`config.mk`:
```
export PLATFORM = sky130hd
export DESIGN_NAME = l1_d_ctrl
export DESIGN_NICKNAME = d
export VERILOG_FILES = /design/src/rtl/l1_d_ctrl.sv
export SDC_FILE = /design/constraint.sdc
export NUM_CORES = 1
export LEC_CHECK = 0
export BUFFER_PORTS_ARGS = -buffer_cell sky130_fd_sc_hd__buf_4
export CAP_MARGIN = 40
export CORE_MARGIN = 2
export CORE_UTILIZATION = 35
export CTS_CLUSTER_SIZE = 30
export DETAILED_ROUTE_END_ITERATION = 8
export HOLD_SLACK_MARGIN = 0.02
export PLACE_DENSITY = 0.56
export SETUP_SLACK_MARGIN = 0.5
export SKIP_CTS_REPAIR_TIMING = 1
export SLEW_MARGIN = 25
export SYNTH_ARGS = -nofsm -noshare
export SYNTH_HDL_FRONTEND = slang
export SYNTH_SLANG_ARGS = --single-unit
```
`constraint.sdc`:
```
create_clock -name clk -period 2.7 [get_ports clk]
set_input_delay 0.135 -clock clk [delete_from_list [all_inputs] [get_ports clk]]
set_output_delay 0.135 -clock clk [all_outputs]
set_load 0.02 [all_outputs]
```
`src/rtl/l1_d_ctrl.sv`:
```
// Two-way set-associative L1 data-cache controller: tag/valid/dirty/LRU state,
// hit/miss FSM and the L2 write-back / refill handshake for an external data array.
module l1_d_ctrl #(
    parameter int TNUM = 24,
    parameter int INUM = 26 - TNUM,
    parameter int WAY  = 2
) (
    input  logic            clk,
    input  logic            rst,
    input  logic            req_C_L1,
    input  logic            we_C_L1,
    input  logic [31:0]     addr_C_L1,
    output logic            ready_L1_C,
    output logic [INUM-1:0] index_C_L1,
    output logic [5:0]      offset,
    output logic            way,
    output logic            refill,
    output logic            update,
    output logic            read_L1_L2,
    output logic            write_L1_L2,
    output logic [25:0]     addr_L1_L2,
    input  logic            ready_L2_L1
);
    localparam int SETS = 1 << INUM;

    typedef enum logic [2:0] {IDLE, COMPARE, HIT, WRITEBACK, ALLOCATE} state_t;

    state_t          state_q;
    logic [TNUM-1:0] tag_q [SETS][WAY];
    logic [WAY-1:0]  valid_q [SETS];
    logic [WAY-1:0]  dirty_q [SETS];
    logic [SETS-1:0] lru_q;

    logic [TNUM-1:0] req_tag_q;
    logic            we_q;
    logic [INUM-1:0] index_q;
    logic [5:0]      offset_q;
    logic            way_q;
    logic            ready_q;
    logic            update_q;
    logic            read_q;
    logic            write_q;
    logic [25:0]     addr_q;

    logic hit0, hit1, hit, victim, sel_way;

    assign hit0    = valid_q[index_q][0] && (tag_q[index_q][0] == req_tag_q);
    assign hit1    = valid_q[index_q][1] && (tag_q[index_q][1] == req_tag_q);
    assign hit     = hit0 || hit1;
    assign victim  = !valid_q[index_q][0] ? 1'b0 :
                     !valid_q[index_q][1] ? 1'b1 : lru_q[index_q];
    assign sel_way = hit ? hit1 : victim;

    // Way is resolved combinationally in COMPARE so the array read lines up with HIT.
    assign way         = (state_q == COMPARE) ? sel_way : way_q;
    assign refill      = (state_q == ALLOCATE) && read_q && ready_L2_L1 && !rst;
    assign ready_L1_C  = ready_q;
    assign update      = update_q;
    assign read_L1_L2  = read_q;
    assign write_L1_L2 = write_q;
    assign addr_L1_L2  = addr_q;
    assign index_C_L1  = index_q;
    assign offset      = offset_q;

    always_ff @(posedge clk) begin
        if (rst) begin
            state_q   <= IDLE;
            for (int s = 0; s < SETS; s++) begin
                valid_q[s] <= '0;
                dirty_q[s] <= '0;
            end
            lru_q     <= '0;
            req_tag_q <= '0;
            we_q      <= 1'b0;
            index_q   <= '0;
            offset_q  <= '0;
            way_q     <= 1'b0;
            ready_q   <= 1'b0;
            update_q  <= 1'b0;
            read_q    <= 1'b0;
            write_q   <= 1'b0;
            addr_q    <= '0;
        end else begin
            ready_q  <= 1'b0;
            update_q <= 1'b0;
            case (state_q)
                IDLE: begin
                    if (req_C_L1) begin
                        req_tag_q <= addr_C_L1[31 -: TNUM];
                        index_q   <= addr_C_L1[6 +: INUM];
                        offset_q  <= addr_C_L1[5:0];
                        we_q      <= we_C_L1;
                        state_q   <= COMPARE;
                    end
                end
                COMPARE: begin
                    way_q <= sel_way;
                    if (hit) begin
                        ready_q  <= 1'b1;
                        update_q <= we_q;
                        state_q  <= HIT;
                    end else if (valid_q[index_q][victim] && dirty_q[index_q][victim]) begin
                        write_q <= 1'b1;
                        addr_q  <= {tag_q[index_q][victim], index_q};
                        state_q <= WRITEBACK;
                    end else begin
                        read_q  <= 1'b1;
                        addr_q  <= {req_tag_q, index_q};
                        state_q <= ALLOCATE;
                    end
                end
                HIT: begin
                    if (we_q) dirty_q[index_q][way_q] <= 1'b1;
                    lru_q[index_q] <= ~way_q;
                    state_q        <= IDLE;
                end
                WRITEBACK: begin
                    if (ready_L2_L1) begin
                        dirty_q[index_q][way_q] <= 1'b0;
                        write_q <= 1'b0;
                        read_q  <= 1'b1;
                        addr_q  <= {req_tag_q, index_q};
                        state_q <= ALLOCATE;
                    end
                end
                ALLOCATE: begin
                    // read_q low marks the settle cycle after the line has been written.
                    if (read_q) begin
                        if (ready_L2_L1) begin
                            read_q                  <= 1'b0;
                            tag_q[index_q][way_q]   <= req_tag_q;
                            valid_q[index_q][way_q] <= 1'b1;
                            dirty_q[index_q][way_q] <= 1'b0;
                        end
                    end else begin
                        state_q <= COMPARE;
                    end
                end
                default: state_q <= IDLE;
            endcase
        end
    end
endmodule

```
==> metrics.yaml, run 1 <==
critical_path:
  worstPathArrival_ns: 3.15
  required_ns: 2.57
  cp_common_cell: "buf_4"
  setup.worst_path.start_class: "flop"
  crit_fanout: 8
  path_class: "flop to primary output"
  r2r_setup_slack_ns: -0.37
  cp_slowest_stage_delay_ns: 0.53
  timing.rr.end: "addr_L1_L2[23]"
  slowest_stage: "mux4_2"
  rr_worst_depth: 10
  worstSetupEndpointType: "primary output"
  path_cells: "clkbuf_16, mux4_2, nand2_1, o211ai_1, nor4b_2, buf_4, nand4_1, a21boi_2, buf_4, a21oi_4, buf_6"
yosys:
  synth_common_cells: "edfxtp_1, nand2_1, dfxtp_1, mux2i_1, nor2_1"
  synth_cell_types: 58
  synth_nets: 972
  synth_area_mm2: 0.0126
  async_flop_share: 0
  synthTopCellsByArea: "edfxtp_1, dfxtp_1, mux4_2"
  yosys.area.top_type: "edfxtp_1"
  postSynthCellCount: 935
  synth_edf_count: 208
  synth-main-ff-cell: "edfxtp_1"
  yosysSeqAreaShare: 0.609
  ys_seq_elements: 281
  synth_top_cell_area_share: 0.494
  yosys_warnings: 0
  synth.most_common_cell: "edfxtp_1"
  avgSynthCellArea_um2: 13.5
clock_network:
  tritoncts: "yes"
  clk_latency_ns: 0.57
  cts_made_buffers: 30
  cts_max_level: 1
  path_clk_slew_ns: 0.06
  cts_sinks: 281
  cts_root_buffer: "clkbuf_16"
  clk_path_buf_depth: 3
detailed_routing:
  drtIter0Drc: 650
  wl_per_cell_um: 21.8
  drt-total-wl_um: 35500
  vias: 8560
  drtAntennaViolNets: 0
  drc: 0
  viasPerCell: 5.26
  firstDrtPassIters: 5
cells_and_area:
  insertedDiodeCount: 0
  nFillCells: 3206
  layout-area-overhead-vs-synth_pct: 28.8
  layout.nets: 1179
  final_cell_area_mm2: 0.0163
  layout.area.seq_mm2: 0.00771
  post-route-util: 0.458
  layout-drive-gt1-share: 0.307
  multi_input_area_mm2: 0.00468
  stdcell_count: 1627
min_path:
  hp-start: "req_C_L1"
  worst_hold_path_type: "input port to flop"
  min_delay_path_depth: 5
  hold_end: "state_q[0]"
placed_design:
  dp.final_hpwl_um: 23200
  place_area_mm2: 0.0145
  port_buffers: 76
  place_congestion: 0.826
  place_inst: 1521
pwr:
  power_mw: 10.5
  powerDensity_mw_per_mm2: 643
  p_leak_nw: 5.83
  peakVddDrop_mv: 0.515
global_routing:
  grt_remaining_overflow: 0
  grt_pass1_wl_um: 52200
  grt_max_degree: 66
  antenna_found_initial: 0
  grt_pass1_vias: 8353
  track_usage: 0.181
status:
  status: "finished, violations left"
  violations: "setup timing"
timing:
  setup_ws_ns: -0.588
  fin_skew_ns: 0.0265
  fin_crit_sh: 1.22
  rsz0062_at_grt: "true"
  fmax_mhz: 304
  worst_pin_slew_ns: 0.655
  setup_violations: 34
  final_max_slew_viol_count: 0
  hold_viol: 0
  fin_crit_ns: 3.29
  slew_headroom: 0.563
  hold_slack_ns: 0.0841
floorplan:
  rows: 69
  start_util: 0.356
  dieWidth_um: 194
  dieHeight_um: 194
  core_area_mm2: 0.0356
  num_io_pins: 77
  die_area_mm2: 0.0377
run:
  maxCapViolations: 0
[how the worst max path moves through the flow]
stage                     start             end  depth (start not counted)
after floorplan            flop  addr_L1_L2[23]                         12
after global placement     flop  addr_L1_L2[13]                         10
after detailed placement   flop   addr_L1_L2[1]                         10
after CTS                  flop             way                         12
after global routing       flop             way                         11
final                      flop             way                         11
[through the flow]
stage / setup TNS, ns / setup WS [ns]
final: -9.38 / -0.588
after global routing: -14.18 / -0.734
after floorplan: -0.592 / -0.0228
after detailed placement: -9.68 / -0.361
after CTS: -10.62 / -0.760
after global placement: -5.79 / -0.216
[cell usage in the layout, fill, tap and decap left out, drive strengths merged, types with 5 or more instances in the layout]
master	synthesis	routed
mux2	14	14
mux2i	71	71
o21ai	21	21
nand4	7	7
a21oi	43	43
nor2	62	62
nand3	10	10
o22ai	5	5
nand2	158	158
inv	14	14
nor3	7	7
xor2	6	6
clkinvlp	0	5
a22oi	7	7
mux4	53	53
dlygate4sd3	0	34
and3	5	5
edfxtp	208	208
a311o	18	18
o211ai	8	8
clkbuf	33	43
dfxtp	73	73
o22a	6	6
clkinv	2	11
buf	30	200
xnor2	24	24
[sequential cells by signal, indices dropped and copies added, names as in the netlist, named ones only]
| name | flops |
|---|---|
| index_C_L1 | 2 |
| offset | 6 |
| valid_q | 8 |
| lru_q | 4 |
| req_tag_q | 24 |
| we_q | 1 |
| read_L1_L2 | 1 |
| way_q | 1 |
| write_L1_L2 | 1 |
| state_q | 3 |
| tag_q | 192 |
| update | 1 |
| ready_L1_C | 1 |
| dirty_q | 8 |
| addr_L1_L2 | 26 |
[per-layer routing]
layer,global-route usage,up-vias,share of wire
met5,0,-,0
met4,0.0480,0,0.025
met3,0.0242,56,0.059
met2,0.298,269,0.48
li1,-,3953,-
met1,0.252,4282,0.44
[cell type report]
cell class              count  share of cell area
clock inverters            17              0.0110
multi-input cells         575               0.287
well taps                 461              0.0354
inverters                  16             0.00392
clock buffers              39              0.0518
flip-flops and latches    281               0.473
repair buffers            238               0.137
[report_power, final]
part           leakage, nW  internal [mW]  switching (mW)  total [mW]
Sequential            2.56           4.73          0.0985        4.83
Combinational         2.79          0.720           0.787        1.51
Clock                0.490           2.48            1.66        4.15
[cell families (layout without fill, tap and decap cells)]
group | after synthesis | after routing | synth area share
xor+xnor | 30 | 30 | 0.0208
buf+inv | 79 | 310 | 0.0366
compound gates | 137 | 137 | 0.0749
flops | 281 | 281 | 0.609
simple gates | 270 | 270 | 0.0890
mux | 138 | 138 | 0.169
[critical path: cells and delay by family, from the launching register on]
family | cells | cell delay [ns]
buffers and inverters | 4 | 0.66
flip-flops | 1 | 0.46
multiplexers | 1 | 0.53
AO/OA/AOI/OAI | 3 | 0.45
AND/OR/NAND/NOR | 3 | 0.50
Power figures use the tool's default switching activity.
==> run 2: changes to the inputs <==
--- a/config.mk
+++ b/config.mk
@@ -5,10 +5,12 @@
 export SDC_FILE = /design/constraint.sdc
 export NUM_CORES = 1
 export LEC_CHECK = 0
+export ABC_AREA = 1
 export BUFFER_PORTS_ARGS = -buffer_cell sky130_fd_sc_hd__buf_4
 export CAP_MARGIN = 40
 export CORE_MARGIN = 2
 export CORE_UTILIZATION = 35
+export CTS_CLUSTER_DIAMETER = 100
 export CTS_CLUSTER_SIZE = 30
 export DETAILED_ROUTE_END_ITERATION = 8
 export HOLD_SLACK_MARGIN = 0.02
==> metrics.yaml, run 2 <==
global_routing:
  met1_usage: 0.256
  antenna_found_initial: 0
  grt_pass1_vias: 8911
  grt_remaining_overflow: 0
  grtUsageMet2: 0.298
  grt_max_degree: 47
  grt_use_met3: 0.0205
  track_usage: 0.183
  grt_pass1_wl_um: 51600
  busiest_layer: "met2"
status:
  status: "finished, violations left"
  violations: "hold timing, setup timing"
floorplan:
  core_area_mm2: 0.0346
  dieHeight_um: 192
  rows: 68
  dieWidth_um: 192
  die_area_mm2: 0.0368
  start_util: 0.357
  num_io_pins: 77
critical_path:
  path_class: "flop to primary output"
  crit_fanout: 6
  setup.worst_path.start_class: "flop"
  worstPathArrival_ns: 2.74
  required_ns: 2.57
  worstSetupEndpointType: "primary output"
yosys:
  synth_edf_count: 208
  avgSynthCellArea_um2: 9.34
  yosysSeqAreaShare: 0.624
  synth_top_cell_area_share: 0.505
  synthTopCellsByArea: "edfxtp_1, nand2_1, dfxtp_1"
  synth.most_common_cell: "nand2_1"
  synth_cell_types: 31
  synth-main-ff-cell: "edfxtp_1"
  synth_nets: 1360
  synth_common_cells: "nand2_1, edfxtp_1, nand3_1, o21ai_0, nor2_1"
  synth-adder-area-share: 0
  yosys_warnings: 0
  postSynthCellCount: 1323
  synth-xor-area-share: 0.00213
  ys_seq_elements: 281
  yosys.area.top_type: "edfxtp_1"
  synthMuxAreaShare: 0
  synth-compound-area-share: 0.0792
  synth_top_family_by_area: "simple AND/OR/NAND/NOR gates"
  synth-simple-area-share: 0.238
  async_flop_share: 0
  synth_area_mm2: 0.0124
pwr:
  powerDensity_mw_per_mm2: 656
  internal_power_mw: 7.09
  peakVddDrop_mv: 0.400
  power_mw: 10.6
  combinationalPowerShare: 0.300
  switching_share: 0.330
  p_leak_nw: 6.27
  power_frac_seq: 0.482
  power_frac_clock: 0.218
  net-switching-power_mw: 3.48
placed_design:
  port_buffers: 76
  post-place-ws_ns: 0.150
  dp.final_hpwl_um: 21200
  place_area_mm2: 0.0138
  place_congestion: 0.798
timing:
  fin_crit_sh: 1.06
  fmax_mhz: 348
  final_max_slew_viol_count: 0
  hold_slack_ns: -0.0558
  worst_pin_slew_ns: 0.507
  slew_headroom: 0.659
  setup_violations: 23
  hold_viol: 3
  fin_crit_ns: 2.87
  rsz0062_at_grt: "true"
  fin_skew_ns: 0.0349
  setup_ws_ns: -0.173
cells_and_area:
  layout.nets: 1530
  nFillCells: 3208
  final_cell_mix: "nand2_1, edfxtp_1, buf_4"
  final_cell_area_mm2: 0.0161
  regMostFlops: "tag_q"
  insertedDiodeCount: 0
  final_common_cell: "nand2_1"
  layout-area-overhead-vs-synth_pct: 30.3
  largest_register_ffs: 192
  post-route-util: 0.465
  layout-drive-gt1-share: 0.235
clock_network:
  cts_sinks: 281
  tritoncts: "yes"
  cts_made_buffers: 13
  cts_root_buffer: "clkbuf_16"
  clk_path_buf_depth: 3
  path_clk_slew_ns: 0.12
  clk_latency_ns: 0.52
  cts_max_level: 1
detailed_routing:
  drc: 0
  wl_per_cell_um: 20.0
  firstDrtPassIters: 5
  vias: 10200
  viasPerCell: 5.23
  drtAntennaViolNets: 0
  drt-total-wl_um: 39100
  drtIter0Drc: 988
run:
  maxCapViolations: 0
min_path:
  worst_hold_path_type: "input port to flop"
## run 2: final timing paths
path | start | to | slack (ns) | cells past startpoint
worst max-delay path | flop | way | -0.17 | 18
worst min-delay path | addr_C_L1[30] | req_tag_q[22] | -0.06 | 3
worst max register to register | flop | read_L1_L2 | -0.04 | 20
worst min register to register | offset[1] | offset[1] | 0.45 | 2
## run 2: worst max-delay path, cell delays in order, from the launching register on
cell and delay [ns]:
dfxtp_4 0.43, buf_8 0.14, buf_6 0.13, clkbuf_16 0.16, buf_6 0.09, nand2_2 0.04
nand3_2 0.05, nand2_2 0.06, inv_2 0.06, nand2_2 0.05, a21oi_2 0.17, nand2_1 0.08
nor2_2 0.15, nand3_2 0.13, nand3_2 0.10, nand3_2 0.07, o21ai_2 0.10, inv_1 0.07
buf_6 0.13
## run 2: power groups by stage
stage | logic (mW) | registers (mW) | clock network (mW)
after floorplan | 1.44 | 5.18 | 0
after global placement | 2.29 | 5.18 | 0
after detailed placement | 2.31 | 5.18 | 0
after CTS | 2.31 | 5.08 | 2.35
after global routing | 3.44 | 5.13 | 2.50
final | 3.17 | 5.10 | 2.31
## run 2: layout make-up
class / instances / area, um^2 / share of cell area
clock inverter: 4 / 32.5 / 0.00202
inverter: 70 / 278 / 0.0172
clock buffer: 18 / 344 / 0.0214
timing repair buffer: 224 / 2610 / 0.162
tap: 455 / 569 / 0.0353
sequential: 281 / 7720 / 0.479
timing repair inverter: 2 / 31.3 / 0.00194
multi-input combinational: 901 / 4530 / 0.281
## run 2: kinds of logic (layout without fill, tap and decap cells)
kind of cell	Yosys count	count (layout)
buffers and inverters	144	318
XOR/XNOR	3	3
AO/OA/AOI/OAI	193	193
flip-flops	281	281
AND/OR/NAND/NOR	702	705
## run 2: metal layers
layer / wire length, um / up-vias / share of wire
li1: - / 4846 / -
met1: 16600 / 4917 / 0.43
met2: 18400 / 394 / 0.47
met3: 2730 / 64 / 0.070
met4: 1300 / 0 / 0.033
met5: 0 / - / 0
## run 2: per-stage QoR
stage / setup TNS, ns / cells
after global placement: 0 / 1832
after CTS: -0.342 / 1854
final: -0.405 / 1955
after detailed placement: 0 / 1832
after floorplan: 0 / 1323
after global routing: -3.86 / 1955
